`src/rtl/rf_wr_arbiter.sv`:
```
// Two-requester round-robin register-file write arbiter with a zero-fill sequence.
// Optional macro RF_ARB_R0_ZERO_EN: accepted writes to address 0 are dropped.
module rf_wr_arbiter #(
    parameter int unsigned ADDR_LEN = 4,
    parameter int unsigned DATA_LEN = 32
) (
    input  logic                clk,
    input  logic                reset,
    input  logic                req0_valid,
    input  logic                req1_valid,
    output logic                req0_ready,
    output logic                req1_ready,
    input  logic [ADDR_LEN-1:0] req0_rd,
    input  logic [ADDR_LEN-1:0] req1_rd,
    input  logic [DATA_LEN-1:0] req0_data,
    input  logic [DATA_LEN-1:0] req1_data,
    input  logic                clear_start,
    output logic                clear_busy,
    output logic                wrt_en,
    output logic [ADDR_LEN-1:0] rd,
    output logic [DATA_LEN-1:0] wrt_data
);

    typedef enum logic {
        ARB,
        CLEAR
    } state_t;

    state_t              state;
    state_t              state_next;
    logic [ADDR_LEN-1:0] clr_cnt;
    logic [ADDR_LEN-1:0] clr_cnt_next;
    logic                last_grant1;
    logic                last_grant1_next;
    logic                grant0;
    logic                grant1;
    logic                wrt_en_next;
    logic [ADDR_LEN-1:0] rd_next;
    logic [DATA_LEN-1:0] wrt_data_next;

    always_comb begin
        state_next       = state;
        clr_cnt_next     = clr_cnt;
        last_grant1_next = last_grant1;
        grant0           = 1'b0;
        grant1           = 1'b0;
        clear_busy       = 1'b0;
        wrt_en_next      = 1'b0;
        rd_next          = rd;
        wrt_data_next    = wrt_data;
        case (state)
            ARB: begin
                // A clear request wins over any pending write for this cycle.
                if (!reset && clear_start) begin
                    state_next   = CLEAR;
                    clr_cnt_next = '0;
                end else if (!reset) begin
                    grant0 = req0_valid && (!req1_valid || last_grant1);
                    grant1 = req1_valid && (!req0_valid || !last_grant1);
                    if (grant0 || grant1) begin
                        last_grant1_next = grant1;
                        rd_next          = grant1 ? req1_rd : req0_rd;
                        wrt_data_next    = grant1 ? req1_data : req0_data;
`ifdef RF_ARB_R0_ZERO_EN
                        wrt_en_next      = (rd_next != '0);
`else
                        wrt_en_next      = 1'b1;
`endif
                    end
                end
            end
            CLEAR: begin
                clear_busy    = !reset;
                wrt_en_next   = 1'b1;
                rd_next       = clr_cnt;
                wrt_data_next = '0;
                clr_cnt_next  = clr_cnt + 1'b1;
                if (clr_cnt == '1) begin
                    state_next = ARB;
                end
            end
            default: state_next = ARB;
        endcase
    end

    assign req0_ready = grant0;
    assign req1_ready = grant1;

    always_ff @(posedge clk) begin
        if (reset) begin
            state       <= ARB;
            clr_cnt     <= '0;
            last_grant1 <= 1'b1;
            wrt_en      <= 1'b0;
            rd          <= '0;
            wrt_data    <= '0;
        end else begin
            state       <= state_next;
            clr_cnt     <= clr_cnt_next;
            last_grant1 <= last_grant1_next;
            wrt_en      <= wrt_en_next;
            rd          <= rd_next;
            wrt_data    <= wrt_data_next;
        end
    end

endmodule

```
`config.mk`:
```
export PLATFORM = sky130hd
export DESIGN_NAME = rf_wr_arbiter
export DESIGN_NICKNAME = d
export VERILOG_FILES = /design/src/rtl/rf_wr_arbiter.sv
export SDC_FILE = /design/constraint.sdc
export NUM_CORES = 1
export LEC_CHECK = 0
export ABC_CLOCK_PERIOD_IN_PS = 1570
export CAP_MARGIN = 20
export CORE_MARGIN = 4
export CORE_UTILIZATION = 56
export DETAILED_ROUTE_END_ITERATION = 10
export DONT_BUFFER_PORTS = 1
export PLACE_DENSITY = 0.71
export SYNTH_ARGS = -nofsm -noshare
export SYNTH_HDL_FRONTEND = slang
export SYNTH_SLANG_ARGS = --single-unit
```
`constraint.sdc`:
```
create_clock -name clk -period 1.57 [get_ports clk]
set_clock_uncertainty 0.05 [all_clocks]
set_input_delay 0.157 -clock clk [delete_from_list [all_inputs] [get_ports clk]]
set_output_delay 0.157 -clock clk [all_outputs]
set_load 0.005 [all_outputs]
```
==> results.py, run 1 <==
metrics = {
    "status": {
        "status": "finished, final reports clean",
    },
    "drt": {
        "wl_mm": 5.050,
        "routed-wl-met2_mm": 2.513,
        "wire_per_inst_um": 20.12,
        "initialDrtViolationCount": 62,
        "met1Wirelength_mm": 1.861,
        "route.met3.wl_um": 557,
        "antenna_left": 0,
        "vias_per_cell": 6.008,
        "vias": 1508,
        "top_layer_used": "met4",
        "drcViolationCount": 0,
        "dr.pass1.iters": 4,
    },
    "layout": {
        "drive_gt1_share_pct": 25.85,
        "layout.nets": 282,
        "syn_to_final_growth_pct": 21.80,
        "fillers": 246,
        "multi_input_area_um2": 1132,
        "instances_no_fill": 251,
        "seq_area_um2": 860.8,
        "diodes": 0,
        "fin_util_pct": 73.10,
        "stdcell_area_um2": 2516,
    },
    "place": {
        "port_buffers": 0,
        "hpwlAfterDp_mm": 3.612,
        "finalWeightedCongestion": 0.7702,
        "place_area_um2": 2148,
        "dp_cells": 220,
    },
    "floorplanning": {
        "rows": 21,
        "die_area_um2": 4725,
        "core_area_um2": 3442,
        "ios": 117,
        "die_w_um": 68.74,
        "floorplan.die.height_um": 68.74,
        "start_util_pct": 60.01,
    },
    "sta": {
        "setup_viol": 0,
        "fin_tns_setup_ps": 0,
        "finalMaxSlewViolations": 0,
        "max_slew_margin_pct": 66.00,
        "fin_hold_ws_ps": 4.056,
        "fmax_ghz": 0.6667,
        "tightest_slew_ps": 504.6,
        "rsz0062_at_grt": "no",
        "finalCritPeriodShare_pct": 95.54,
        "hold_viol_final": 0,
        "post-route-min-period_ps": 1500,
    },
    "cts": {
        "h-tree-depth": 2,
        "cts_tree": "yes",
        "clk_root_buffer_cell": "clkbuf_8",
        "path_clk_slew_ps": 80,
        "cts_made_buffers": 5,
        "cts_setup_buffers": 0,
        "clock_sinks": 43,
        "clk_path_buf_depth": 2,
        "worstSkewPairLatency_ps": 290,
    },
    "global_route": {
        "grt.overflow.total": 0,
        "grt_start_max_net_pins": 30,
        "grtUsageTotal_pct": 20.36,
        "grt_pass1_wl_mm": 7.051,
        "grt_pass1_vias": 1478,
        "antenna_found_initial": 0,
    },
    "yosys": {
        "synth_seq_area_share_pct": 41.67,
        "synthArstFlopShare_pct": 0,
        "ys_seq_elements": 43,
        "netlist_top_cells_area": "dfxtp_1 42%, o2bb2ai_2 22%, mux2i_1 16%",
        "yosysTopAreaCellShare_pct": 41.67,
        "synth-edff-count": 0,
        "syn_nets": 257,
        "syn_inst": 179,
        "netlist.top_cell.by_area": "dfxtp_1",
        "syn_area_um2": 2066,
        "synth-main-ff-cell": "dfxtp_1",
        "avgSynthCellArea_um2": 11.54,
        "ys.warnings.count": 0,
        "synth_cell_types": 27,
    },
    "hold_path": {
        "min_path_type": "input port to register",
        "holdPathStages": 2,
    },
    "power_and_ir_drop": {
        "leakagePower_nw": 1.044,
        "peakVddDrop_uv": 617.0,
        "p_per_area_nw_per_um2": 923.3,
    },
    "job": {
        "maxCapViolCount": 0,
    },
    "setup_path": {
        "arrival_ps": 1290,
        "worst_r2r_path_depth": 4,
        "critPathMaxStageDelay_ps": 330,
        "end_kind": "output pin",
        "cp_max_fo": 14,
        "slowest_stage": "dfxtp_1",
        "startpoint_type": "register",
        "worstSetupPathType": "register to output pin",
        "crit_chain": "nand2_1, nand2_2, buf_6, nor3_4, buf_4",
        "cp.required_ps": 1360,
    },
}
kinds of logic (layout without fill, tap and decap cells):
kind of cell             count (synthesis)  in the layout  synth area share [%]
buffers and inverters                   16             42                 4.664
adder cells (fa/ha/maj)                  1              1                0.6056
multiplexers                            33             33                 15.99
flip-flops                              43             43                 41.67
AND/OR/NAND/NOR                         36             36                 8.238
AO/OA/AOI/OAI                           50             50                 28.83
registers in the layout (all words and copies together), names as in the netlist:
name,cells
clr_cnt,4
wrt_data,32
state,1
last_grant1,1
wrt_en,1
rd,4
cell usage after synthesis (4+ instances only):
cell       number
a21oi_1         5
nor3_1          4
buf_2           5
mux2i_1        33
nor2_1         14
o2bb2ai_2      30
nand2_1         6
dfxtp_1        43
clkbuf_1        5
buf_6           4
o32ai_1         4
a221oi_1        4
nand2b_1        4
through the flow:
stage | power, mW | setup WS, ps
global route | 2.421 | 12.78
finish | 2.323 | 70.04
floorplan | 1.465 | 20.01
global placement | 1.514 | 106.2
CTS | 2.341 | 21.44
detailed placement | 1.535 | 53.90
final timing paths:
path,from,end,slack (ps)
worst max-delay path,last_grant1,req1_ready,70
worst min-delay path,req0_data[16],wrt_data[16],4
worst max register to register,state,wrt_data[25],150
worst min register to register,wrt_data[30],wrt_data[30],440
power breakdown:
part	internal (mW)	switching (mW)	leakage [nW]
clock	0.400	0.358	0.0505
combinational	0.183	0.176	0.642
sequential	1.15	0.0576	0.352
total	1.73	0.592	1.04
layer usage:
metal	up-vias	global-route usage (%)
met5	-	0
met4	0	8.516
met3	14	7.131
met2	85	36.00
met1	681	21.91
li1	728	-
cell type report:
| type | count | share of cell area, % |
|---|---|---|
| Sequential cell | 43 | 34.21 |
| Clock inverter | 1 | 0.2984 |
| Tap cell | 46 | 2.287 |
| Clock buffer | 7 | 3.829 |
| Multi-Input combinational cell | 120 | 45.00 |
| Inverter | 2 | 0.2984 |
| Timing Repair Buffer | 32 | 14.07 |
repair_timing:
item	4_1_cts	5_1_grt
resized for setup	1	3
endpoints found under the hold margin	23	0
cloned	0	1
hold buffers	22	0
setup endpoints to repair	1	5
critical path, delay by kind of cell (launching register included):
| family | cells | cell delay [ps] |
|---|---|---|
| buffers and inverters | 2 | 320 |
| flip-flops | 1 | 330 |
| AND/OR/NAND/NOR | 3 | 350 |
cells in the final DEF, fill, tap and decap left out, types with 3 or more instances in the layout:
| cell type | count |
|---|---|
| a21oi_1 | 5 |
| a221oi_1 | 4 |
| buf_12 | 3 |
| buf_4 | 5 |
| clkbuf_8 | 7 |
| dfxtp_1 | 43 |
| dlygate4sd3_1 | 22 |
| mux2i_1 | 33 |
| nand2_1 | 6 |
| nand2b_1 | 4 |
| nor2_1 | 13 |
| nor3_1 | 3 |
| o2bb2ai_2 | 30 |
| o32ai_1 | 4 |
Note: power is estimated with default switching activity, not from simulation.
==> inputs of run 2 (changes only) <==
--- a/config.mk
+++ b/config.mk
@@ -8,10 +8,10 @@
 export ABC_CLOCK_PERIOD_IN_PS = 1570
 export CAP_MARGIN = 20
 export CORE_MARGIN = 4
-export CORE_UTILIZATION = 56
+export CORE_UTILIZATION = 50
 export DETAILED_ROUTE_END_ITERATION = 10
 export DONT_BUFFER_PORTS = 1
-export PLACE_DENSITY = 0.71
+export PLACE_DENSITY = 0.65
 export SYNTH_ARGS = -nofsm -noshare
 export SYNTH_HDL_FRONTEND = slang
 export SYNTH_SLANG_ARGS = --single-unit
==> results.py, run 2 (synthesized netlist as in run 1, its figures left out) <==
metrics = {
    "drt": {
        "initialDrtViolationCount": 23,
        "drcViolationCount": 0,
        "vias_per_cell": 5.992,
        "vias": 1456,
        "dr.pass1.iters": 4,
        "wl_mm": 4.710,
        "wire_per_inst_um": 19.38,
        "antenna_left": 0,
    },
    "place": {
        "place_area_um2": 2173,
        "port_buffers": 0,
        "dp_slack_ps": 60.68,
        "finalWeightedCongestion": 0.7822,
        "hpwlAfterDp_mm": 3.440,
    },
    "status": {
        "status": "finished, final reports clean",
    },
    "setup_path": {
        "cp.required_ps": 1730,
        "slowest_stage": "dfxtp_1",
        "worst-path-buf-inv": 2,
        "worstSetupPathType": "register to register",
        "crit_chain": "or2_1, buf_4, nor2_4, buf_12, o2bb2ai_1",
        "end_kind": "register",
        "cp_max_fo": 25,
        "arrival_ps": 1650,
        "critPathMaxStageDelay_ps": 310,
        "startpoint_type": "register",
        "cpLargestDelayFamily": "simple AND/OR/NAND/NOR gates",
    },
    "floorplanning": {
        "rows": 23,
        "die_area_um2": 5224,
        "floorplan.die.height_um": 72.28,
        "ios": 117,
        "core_area_um2": 4000,
        "die_w_um": 72.28,
        "start_util_pct": 51.64,
    },
    "global_route": {
        "grtUsageTotal_pct": 17.38,
        "use_met3_pct": 5.125,
        "grt_start_max_net_pins": 28,
        "antenna_found_initial": 0,
        "grt_pass1_wl_mm": 7.134,
        "grt_pass1_vias": 1477,
        "grt_use_met1_pct": 19.08,
        "grt.overflow.total": 0,
        "use_met2_pct": 31.24,
        "grt.busiest_layer": "met2",
    },
    "sta": {
        "finalCritPeriodShare_pct": 94.58,
        "fmax_ghz": 0.6734,
        "setup_viol": 0,
        "tightest_slew_ps": 413.0,
        "hold_viol_final": 0,
        "fin_tns_setup_ps": 0,
        "finalMaxSlewViolations": 0,
        "post-route-min-period_ps": 1485,
        "rsz0062_at_grt": "no",
        "fin_ws_ps": 85.04,
        "max_slew_margin_pct": 72.38,
    },
    "power_and_ir_drop": {
        "leakagePower_nw": 0.9905,
        "swShare_pct": 26.04,
        "intPower_mw": 1.629,
        "finalPower_mw": 2.202,
        "p_switching_uw": 573.4,
        "clkPwrFrac_pct": 30.0,
        "peakVddDrop_uv": 448.4,
        "p_per_area_nw_per_um2": 922.9,
        "pwr-share-seq_pct": 54.7,
        "combPwrFrac_pct": 15.3,
    },
    "layout": {
        "largest_reg_flops": 32,
        "largestRegisters": "wrt_data: 32 flops, clr_cnt: 4 flops, rd: 4 flops",
        "stdcell_area_um2": 2386,
        "regMostFlops": "wrt_data",
        "final_common_cell": "dfxtp_1",
        "layout.nets": 270,
        "drive_gt1_share_pct": 27.46,
        "diodes": 0,
        "syn_to_final_growth_pct": 15.51,
        "mostFrequentLayoutCells": "43 x dfxtp_1, 33 x mux2i_1, 30 x o2bb2ai_2, 13 x nor2_1, 9 x dlygate4sd3_1",
        "fin_util_pct": 59.65,
    },
    "cts": {
        "clk_root_buffer_cell": "clkbuf_8",
        "worstSkewPairLatency_ps": 280,
        "cts_made_buffers": 5,
        "clock_sinks": 43,
        "h-tree-depth": 2,
        "clk_path_buf_depth": 2,
        "cts_tree": "yes",
        "cts_setup_buffers": 0,
        "path_clk_slew_ps": 80,
    },
    "hold_path": {
        "min_path_type": "input port to register",
    },
    "job": {
        "maxCapViolCount": 0,
    },
}
-- run 2: routing by layer --
metal / share of wire [%] / vias up
met2: 54 / 74
met4: 1.3 / 0
li1: - / 700
met1: 36 / 674
met3: 8.4 / 8
met5: 0 / -
-- run 2: path summary, 6_finish.rpt --
| path | start | to | slack, ps | cells after the start |
|---|---|---|---|---|
| min reg2reg | wrt_data[9] | wrt_data[9] | 440 | 1 |
| max | state | wrt_data[28] | 90 | 5 |
| max reg2reg | state | wrt_data[28] | 90 | 5 |
| min | req1_data[25] | wrt_data[25] | 6 | 2 |
-- run 2: power by group through the flow --
stage	clock [mW]	combinational, mW	sequential, mW
after floorplan	0	0.247	1.22
after global placement	0	0.293	1.23
after detailed placement	0	0.307	1.23
after CTS	0.685	0.329	1.21
after global routing	0.721	0.366	1.21
final	0.661	0.337	1.20
-- run 2: timing repair --
| item | CTS | global route |
|---|---|---|
| hold buffers | 9 | 0 |
| resized for setup | 0 | 4 |
| endpoints found under the hold margin | 16 | 0 |
| endpoints found under the setup margin | 0 | 7 |
-- run 2: through the flow --
step,cells,hold slack (ps)
floorplan,179,213.6
global placement,225,182.7
detailed placement,225,182.8
CTS,242,0.6330
global route,243,0.3149
finish,243,5.739
-- run 2: cell type report --
cell class | instances | area (um2)
Multi-Input combinational cell | 120 | 1134
Inverter | 2 | 7.507
Fill cell | 328 | 1614
Tap cell | 50 | 62.56
Clock inverter | 1 | 5.005
Timing Repair Buffer | 20 | 240.2
Sequential cell | 43 | 860.8
Clock buffer | 7 | 76.32
-- run 2: worst reg2reg max path, delay by kind of cell, from the launching register on --
| kind | cells | cell delay [ps] |
|---|---|---|
| AND/OR/NAND/NOR | 2 | 490 |
| buffers and inverters | 2 | 410 |
| flip-flops | 1 | 310 |
| AO/OA/AOI/OAI | 1 | 140 |
